[config.mk]
export PLATFORM = sky130hd
export DESIGN_NAME = pwm_capture
export DESIGN_NICKNAME = d
export VERILOG_FILES = /design/src/rtl/pwm_capture.sv
export SDC_FILE = /design/constraint.sdc
export NUM_CORES = 1
export LEC_CHECK = 0
export BUFFER_PORTS_ARGS = -buffer_cell sky130_fd_sc_hd__buf_2
export CORE_UTILIZATION = 46
export CTS_BUF_LIST = sky130_fd_sc_hd__clkbuf_8
export CTS_CLUSTER_SIZE = 12
export DETAILED_ROUTE_END_ITERATION = 8
export GPL_TIMING_DRIVEN = 0
export PLACE_DENSITY_LB_ADDON = 0.15
export REMOVE_ABC_BUFFERS = 1
export SLEW_MARGIN = 0
export SYNTH_ARGS = -nofsm -noshare
export SYNTH_HDL_FRONTEND = slang
export SYNTH_SLANG_ARGS = --single-unit
[constraint.sdc]
create_clock -name clk -period 2.8 [get_ports clk]
set_input_delay 0.84 -clock clk [delete_from_list [all_inputs] [get_ports clk]]
set_output_delay 0.84 -clock clk [all_outputs]
set_load 0.01 [all_outputs]
[src/rtl/pwm_capture.sv]
// pwm_capture: measures period and high time of an incoming PWM waveform in clk cycles.
// Results are published one cycle after the closing rising edge, together with a valid pulse.
module pwm_capture #(
    parameter int XLEN        = 8,
    parameter int SYNC_STAGES = 2
) (
    input  logic            clk,
    input  logic            rst,
    input  logic            signal,
    output logic [XLEN-1:0] ampl,
    output logic [XLEN:0]   duty_cycle,
    output logic            valid,
    output logic            err
);
    typedef enum logic [1:0] {IDLE, ARMED, HIGH, LOW} state_t;
    localparam logic [XLEN:0]   PMAX = '1;
    localparam logic [XLEN-1:0] HMAX = '1;
    state_t                 state_q;
    logic [SYNC_STAGES-1:0] sync_q, warm_q;
    logic                   s_dly_q, pub_q, valid_q, err_q;
    logic [XLEN:0]          pcnt_q, res_p_q, duty_q;
    logic [XLEN-1:0]        hcnt_q, res_h_q, ampl_q;
    logic                   s, rise;
    assign s          = sync_q[SYNC_STAGES-1];
    assign rise       = s & ~s_dly_q;
    assign ampl       = ampl_q;
    assign duty_cycle = duty_q;
    assign valid      = valid_q;
    assign err        = err_q;
    always_ff @(posedge clk or posedge rst) begin
        if (rst) begin
            sync_q  <= '0;
            warm_q  <= '0;
            s_dly_q <= 1'b0;
            pcnt_q  <= '0;
            hcnt_q  <= '0;
            res_p_q <= '0;
            res_h_q <= '0;
            duty_q  <= '0;
            ampl_q  <= '0;
            pub_q   <= 1'b0;
            valid_q <= 1'b0;
            err_q   <= 1'b0;
            state_q <= IDLE;
        end else begin
            sync_q  <= {sync_q[SYNC_STAGES-2:0], signal};
            warm_q  <= {warm_q[SYNC_STAGES-2:0], 1'b1};
            s_dly_q <= s;
            pub_q   <= 1'b0;
            err_q   <= 1'b0;
            valid_q <= pub_q;
            if (pub_q) begin
                ampl_q <= res_h_q;
                duty_q <= res_p_q;
            end
            case (state_q)
                // s only reflects the real input once the reset zeros have left the synchronizer
                IDLE: if (warm_q[SYNC_STAGES-1] && !s) state_q <= ARMED;
                ARMED: if (rise) begin
                    pcnt_q  <= (XLEN+1)'(1);
                    hcnt_q  <= XLEN'(1);
                    state_q <= HIGH;
                end
                HIGH: if (pcnt_q == PMAX || (s && hcnt_q == HMAX)) begin
                    err_q   <= 1'b1;
                    state_q <= IDLE;
                end else begin
                    pcnt_q <= pcnt_q + 1'b1;
                    if (s) hcnt_q <= hcnt_q + 1'b1;
                    else state_q <= LOW;
                end
                LOW: if (rise) begin
                    res_p_q <= pcnt_q;
                    res_h_q <= hcnt_q;
                    pub_q   <= 1'b1;
                    pcnt_q  <= (XLEN+1)'(1);
                    hcnt_q  <= XLEN'(1);
                    state_q <= HIGH;
                end else if (pcnt_q == PMAX) begin
                    err_q   <= 1'b1;
                    state_q <= IDLE;
                end else begin
                    pcnt_q <= pcnt_q + 1'b1;
                end
                default: state_q <= IDLE;
            endcase
        end
    end
endmodule

# Word level (Yosys, flattened, before mapping)
# Cells that the tools add are included.
# word_totals
ff_bits	61
latchBits	0
ram_bits	0
mem_bits_ro	0
inputBits	3
output_inout_bits	19
elab_cells	64
memories	0
# classes
n_addsub	2
multipliers	0
div	0
n_lt_le_gt_ge	0
n_eq_ne	13
shifts	0
n_mux	22
n_bitwise	2
reduce_logical	12
# ops
operator	count
$mux 9	4
$pmux 9 s3	1
$mux 8	3
$pmux 8 s2	1
$mux 2	6
$reduce_and 4->1	3
$add 9x1->9 const B	1
$eq 9x9->1 const B	1
$ne 3x3->1 const B	3
$add 8x1->8 const B	1
$eq 8x8->1 const B	1
$ne 2x2->1 const B	4
$pmux 2 s4	1
$mux 1	5
$eq 2x2->1 const B	2
$reduce_bool 3->1	1
$eq 2x1->1 const B	1
$logic_and 1x1->1	2
$logic_not 2->1	1
$ne 2x1->1 const B	1
$pmux 1 s2	1
$reduce_and 2->1	1
$reduce_bool 2->1	1
$reduce_or 2->1	1
4 further kinds	4

# Depth between registers and ports, before layout
# depth
depth_word	5
mapped_depth	9
depth_no_buf	9

# Worst setup path before layout
# Ideal clock, no wire load.
# synth_path
kind	flip-flop to flip-flop
start	reg pcnt_q[0]
end	reg hcnt_q[5]
setup_time_ns	0.124
arrival_time_ns	2.061
t_required_ns	2.676
setup_slack_ns	0.615
path_stages_with_launch	10
n_path_buf	0
synth_period_minus_slack_ns	2.185
path_cell_list	dfrtp_1 > ha_1 > and3_1 > nand3_1 > nor2_1 > ha_1 > and4b_1 > o211ai_2 > o211a_1 > a211o_1
# synth_between
elab_chain_cells	4
# synth_rtl
item	line	source
start, declared	21	logic [XLEN:0] pcnt_q, res_p_q, duty_q;
start signal, assigned	60	pcnt_q <= (XLEN+1)'(1);
start signal, assigned	68	pcnt_q <= pcnt_q + 1'b1;
start signal, assigned	76	pcnt_q <= (XLEN+1)'(1);
$eq 9x9->1	64	HIGH: if (pcnt_q == PMAX || (s && hcnt_q == HMAX)) begin
$logic_or 1x1->1	64	
$ne 2x2->1 (no line)	n/a	
$reduce_and 4->1 (no line)	n/a	
end signal, assigned	69	if (s) hcnt_q <= hcnt_q + 1'b1;
end, declared	22	logic [XLEN-1:0] hcnt_q, res_h_q, ampl_q;
# Every way passes these cells.
# A chain may end at the register's enable or synchronous reset.

# Worst setup path after layout
# layout_path
start	reg pcnt_q[0]
end	reg pcnt_q[5]
# layout_between
elab_chain_cells	4
word_cells_on_any_way	10
cone_classes	1 x add/sub; 3 x eq/ne; 4 x mux; 2 x reduce/logical
# layout_rtl
item	line
$add 9x1->9 / $eq 9x9->1 (equally long branches)	n/a
$mux 9 / $logic_or 1x1->1 (equally long branches)	79, 64
$mux 9 / $ne 2x2->1 (equally long branches)	n/a
$pmux 9 s3 / $reduce_and 4->1 (equally long branches)	n/a
# Several ways; a longest one is shown, not always the timed one. The select of a mux whose other input is x is not followed.

==> summary.md <==
| Metric | Value |
|---|---|
| # resized after CTS | 0 |
| Status | finished, final reports clean |
| Gr ovfl total | 0 |
| Fin. Hold Viols | 0 |
| Register area share after synthesis | 57.0% |
| Crit start category | register |
| Clock network fraction of design power | between 20% and 30% |
| Pwr Density | 726 nW/µm² |
| Share of post-route cells with drive strength above 1 | between 30% and 40% |
| Sw Pwr | 0.000601 W |
| Pint | 0.00159 W |
| Post CTS Setup Buffer Count | 0 |
| Die height | 78.3 µm |
| Complex-gate fraction of the synthesized area | 11.4% |
| Wire length on met2 | 2080 µm |
| # IOs | 22 |
| Top_reg_cell synth | dfrtp_1 |
| Leak Pwr | 1.48 nW |
| Fin nets | 248 |
| Fillers | 514 |
| Min-Delay Path Class | register to register |
| EDFF count, synth | 0 |
| Clk buf depth | 2 |
| Met1 WL | 2250 µm |
| PortBufs | 21 |
| Worst Skew | 0.00787 ns |
| Synth-to-layout area growth | 12.5% |
| Place WS | roughly 0.4 ns |
| Post-Syn Area per Cell | 12.4 µm² |
| Adder-cell share of the synthesized area | roughly 1.9% |
| Mapped Cells | 215 |
| Synth cell types | 49 |
| All-Layer GR Usage | 17.7% |
| Post-Synth XOR/XNOR Area | 0% |
| Tot Pwr | approximately 0.0022 W |
| CTS buffer count | 9 |
| Main combinational cell family by area after synthesis | multiplexers |
| Final instance area | 3010 µm² |
| Synth Cell Area | 2680 µm² |
| WL final | 4570 µm |
| Flops & latches, synth | 61 |
| Die Wd | 78.3 µm |
| CTS tree | done |
| Max cap viols | 0 |
| Crit path capture type | register |
| Placed Cells incl. Taps | 302 |
| Worst EP required | about 3.1 ns |
| Largest net degree at the start of global routing | around 40 |
| Area occupied by multi-input gates | 1080 µm² |
| Post-synthesis mux area share | 14.2% |
| IR drop worst, VDD | 0.000308 V |
| Top-area cell type share of the netlist area | 57.0% |
| Critical path arrival | roughly 2.7 ns |
| Simple-Gate Fraction of Synth Area | 12.6% |
| Routed vias | 1715 |
| Clock transition at path regs | around 0.060 ns |
| Routed wire per std cell | 14.4 µm |
| Slew Limit Fails | 0 |
| CTS sink count | 61 |
| Ant diodes | 0 |
| Final std cells w/o fill | 317 |
| Vias/cell | 5.41 |
| Final min period | 2.41 ns |
| First-pass GRT wire length | between 8000 and 9000 µm |
| Root buf cell | clkbuf_8 |
| Post-synth top area cell | dfrtp_1 |
| Remaining antenna violation count | 0 |
| Placeable Area | 5540 µm² |
| Worst-path fanout max | 6 |
| DP HPWL | 3110 µm |
| Sequential power share | 54.2% |
| Comb power frac | 17.0% |
| Slew margin rel. | 42.0% |
| FF+latch area | between 1500 and 2000 µm² |
| Fmax | about 0.42 GHz |
| Kind of critical path | register to register |
| Cells taking the most area after synthesis | dfrtp_1, mux2_2, nand2_1 |
| Drt drc | 0 |
| RePlAce Congestion | 0.794 |
| Worst skew pair latency | 0.33 ns |
| Ys async rst share | between 90% and 100% |
| Worst setup margin | 0.393 ns |
| # hold bufs at CTS | 0 |
| Initial antenna violation count | 0 |
| Commonest cells in the netlist | dfrtp_1, mux2_2, nand2_1 |
| Net Sw Frac | 27.5% |
| Vias in the first global route | 1747 |
| Placed cell area | 2850 µm² |
| Final period utilization | 86.0% |
| DRT iter0 DRCs | 77 |
| Starting density of the core | between 40% and 50% |
| Endpoints failing setup | 0 |
| Drt pass-1 iters | 4 |
| Die ar. | 6130 µm² |
| Htree depth | 3 |
| Unrepaired setup endpoints after global routing | false |
| Top Layer Used | met4 |
| Std cell rows | 27 |
| Warnings, synthesis | 0 |
| Worst-margin pin slew | 0.867 ns |
| Most frequent cell after synthesis | dfrtp_1 |
| Routed wl met3 | around 180 µm |
-- registers in the layout, indices dropped and copies added (netlist names) --
| register | count |
|---|---|
| state_q | 2 |
| warm_q | 2 |
| pcnt_q | 9 |
| s_dly_q | 1 |
| sync_q | 2 |
| ampl | 8 |
| res_p_q | 9 |
| duty_cycle | 9 |
| res_h_q | 8 |
| pub_q | 1 |
| hcnt_q | 8 |
| err | 1 |
| valid | 1 |
-- power by group through the flow --
stage,Sequential (W),Combinational [W],Clock (W)
after detailed placement,0.00120,0.000378,0
final,0.00119,0.000372,0.000629
after floorplan,0.00120,0.000245,0
after global routing,0.00122,0.000425,0.000691
after CTS,0.00119,0.000380,0.000652
after global placement,0.00119,0.000368,0
-- area by class of cell --
type	count	share of cell area (%)
inverter	9	1.12
timing repair buffer	22	4.15
clock buffer	10	4.57
sequential	61	50.7
multi-input combinational	138	35.8
clock inverter	5	0.706
tap	72	2.99
-- placed cells by master, fill, tap and decap left out, drive strengths merged, types with 4 or more instances in the layout --
master / count
mux2: 30
o21ai: 11
clkbuf: 10
nand2: 17
nand3: 5
buf: 22
dfrtp: 61
ha: 4
o211ai: 4
nor3: 6
nor2: 6
nand4: 5
a21oi: 6
inv: 12
-- critical path, stage by stage, from the launching register on --
cell,delay (ns)
dfrtp_1,0.41
ha_1,0.24
and3_1,0.20
nand3_1,0.12
nor2_1,0.09
ha_1,0.26
mux2i_4,0.26
nand3_2,0.14
or4_1,0.53
nand3_1,0.09
-- metrics by stage --
step	setup TNS, ns	utilization (%)	hold slack [ns]
6_report	0	54.4	0.348
5_1_grt	0	54.4	0.356
4_1_cts	0	54.4	0.350
3_5_place_dp	0	51.5	0.344
3_3_place_gp	-19.51	51.1	0.333
2_1_floorplan	0	-	0.331
-- final timing paths --
kind                       slack, ns                     end  depth (start not counted)                  start
min in group asynchronous       0.52  res_p_q[7]$_DFFE_PP0P_                          2                    rst
hold / removal                  0.35     sync_q[1]$_DFF_PP0_                          0    sync_q[0]$_DFF_PP0_
max in group asynchronous       1.71       s_dly_q$_DFF_PP0_                          3                    rst
setup / recovery                0.39   pcnt_q[5]$_DFFE_PP0P_                          9  pcnt_q[0]$_DFFE_PP0P_
hold reg to reg                 0.35     sync_q[1]$_DFF_PP0_                          0    sync_q[0]$_DFF_PP0_
setup reg to reg                0.39   pcnt_q[5]$_DFFE_PP0P_                          9  pcnt_q[0]$_DFFE_PP0P_
-- kinds of logic after synthesis --
group                      count (synthesis)
AOI/OAI and AO/OA                         42
adders and majority gates                  4
buffers and inverters                     16
DFF                                       61
muxes                                     33
other                                      1
and+or+nand+nor                           58
-- per-layer routing --
| layer | global-route usage, % | vias up |
|---|---|---|
| met5 | 0 | - |
| met4 | 10.0 | 0 |
| met3 | 4.88 | 4 |
| met2 | 26.5 | 33 |
| met1 | 23.1 | 837 |
| li1 | - | 841 |
No activity file was read; power rests on OpenSTA's default activity.
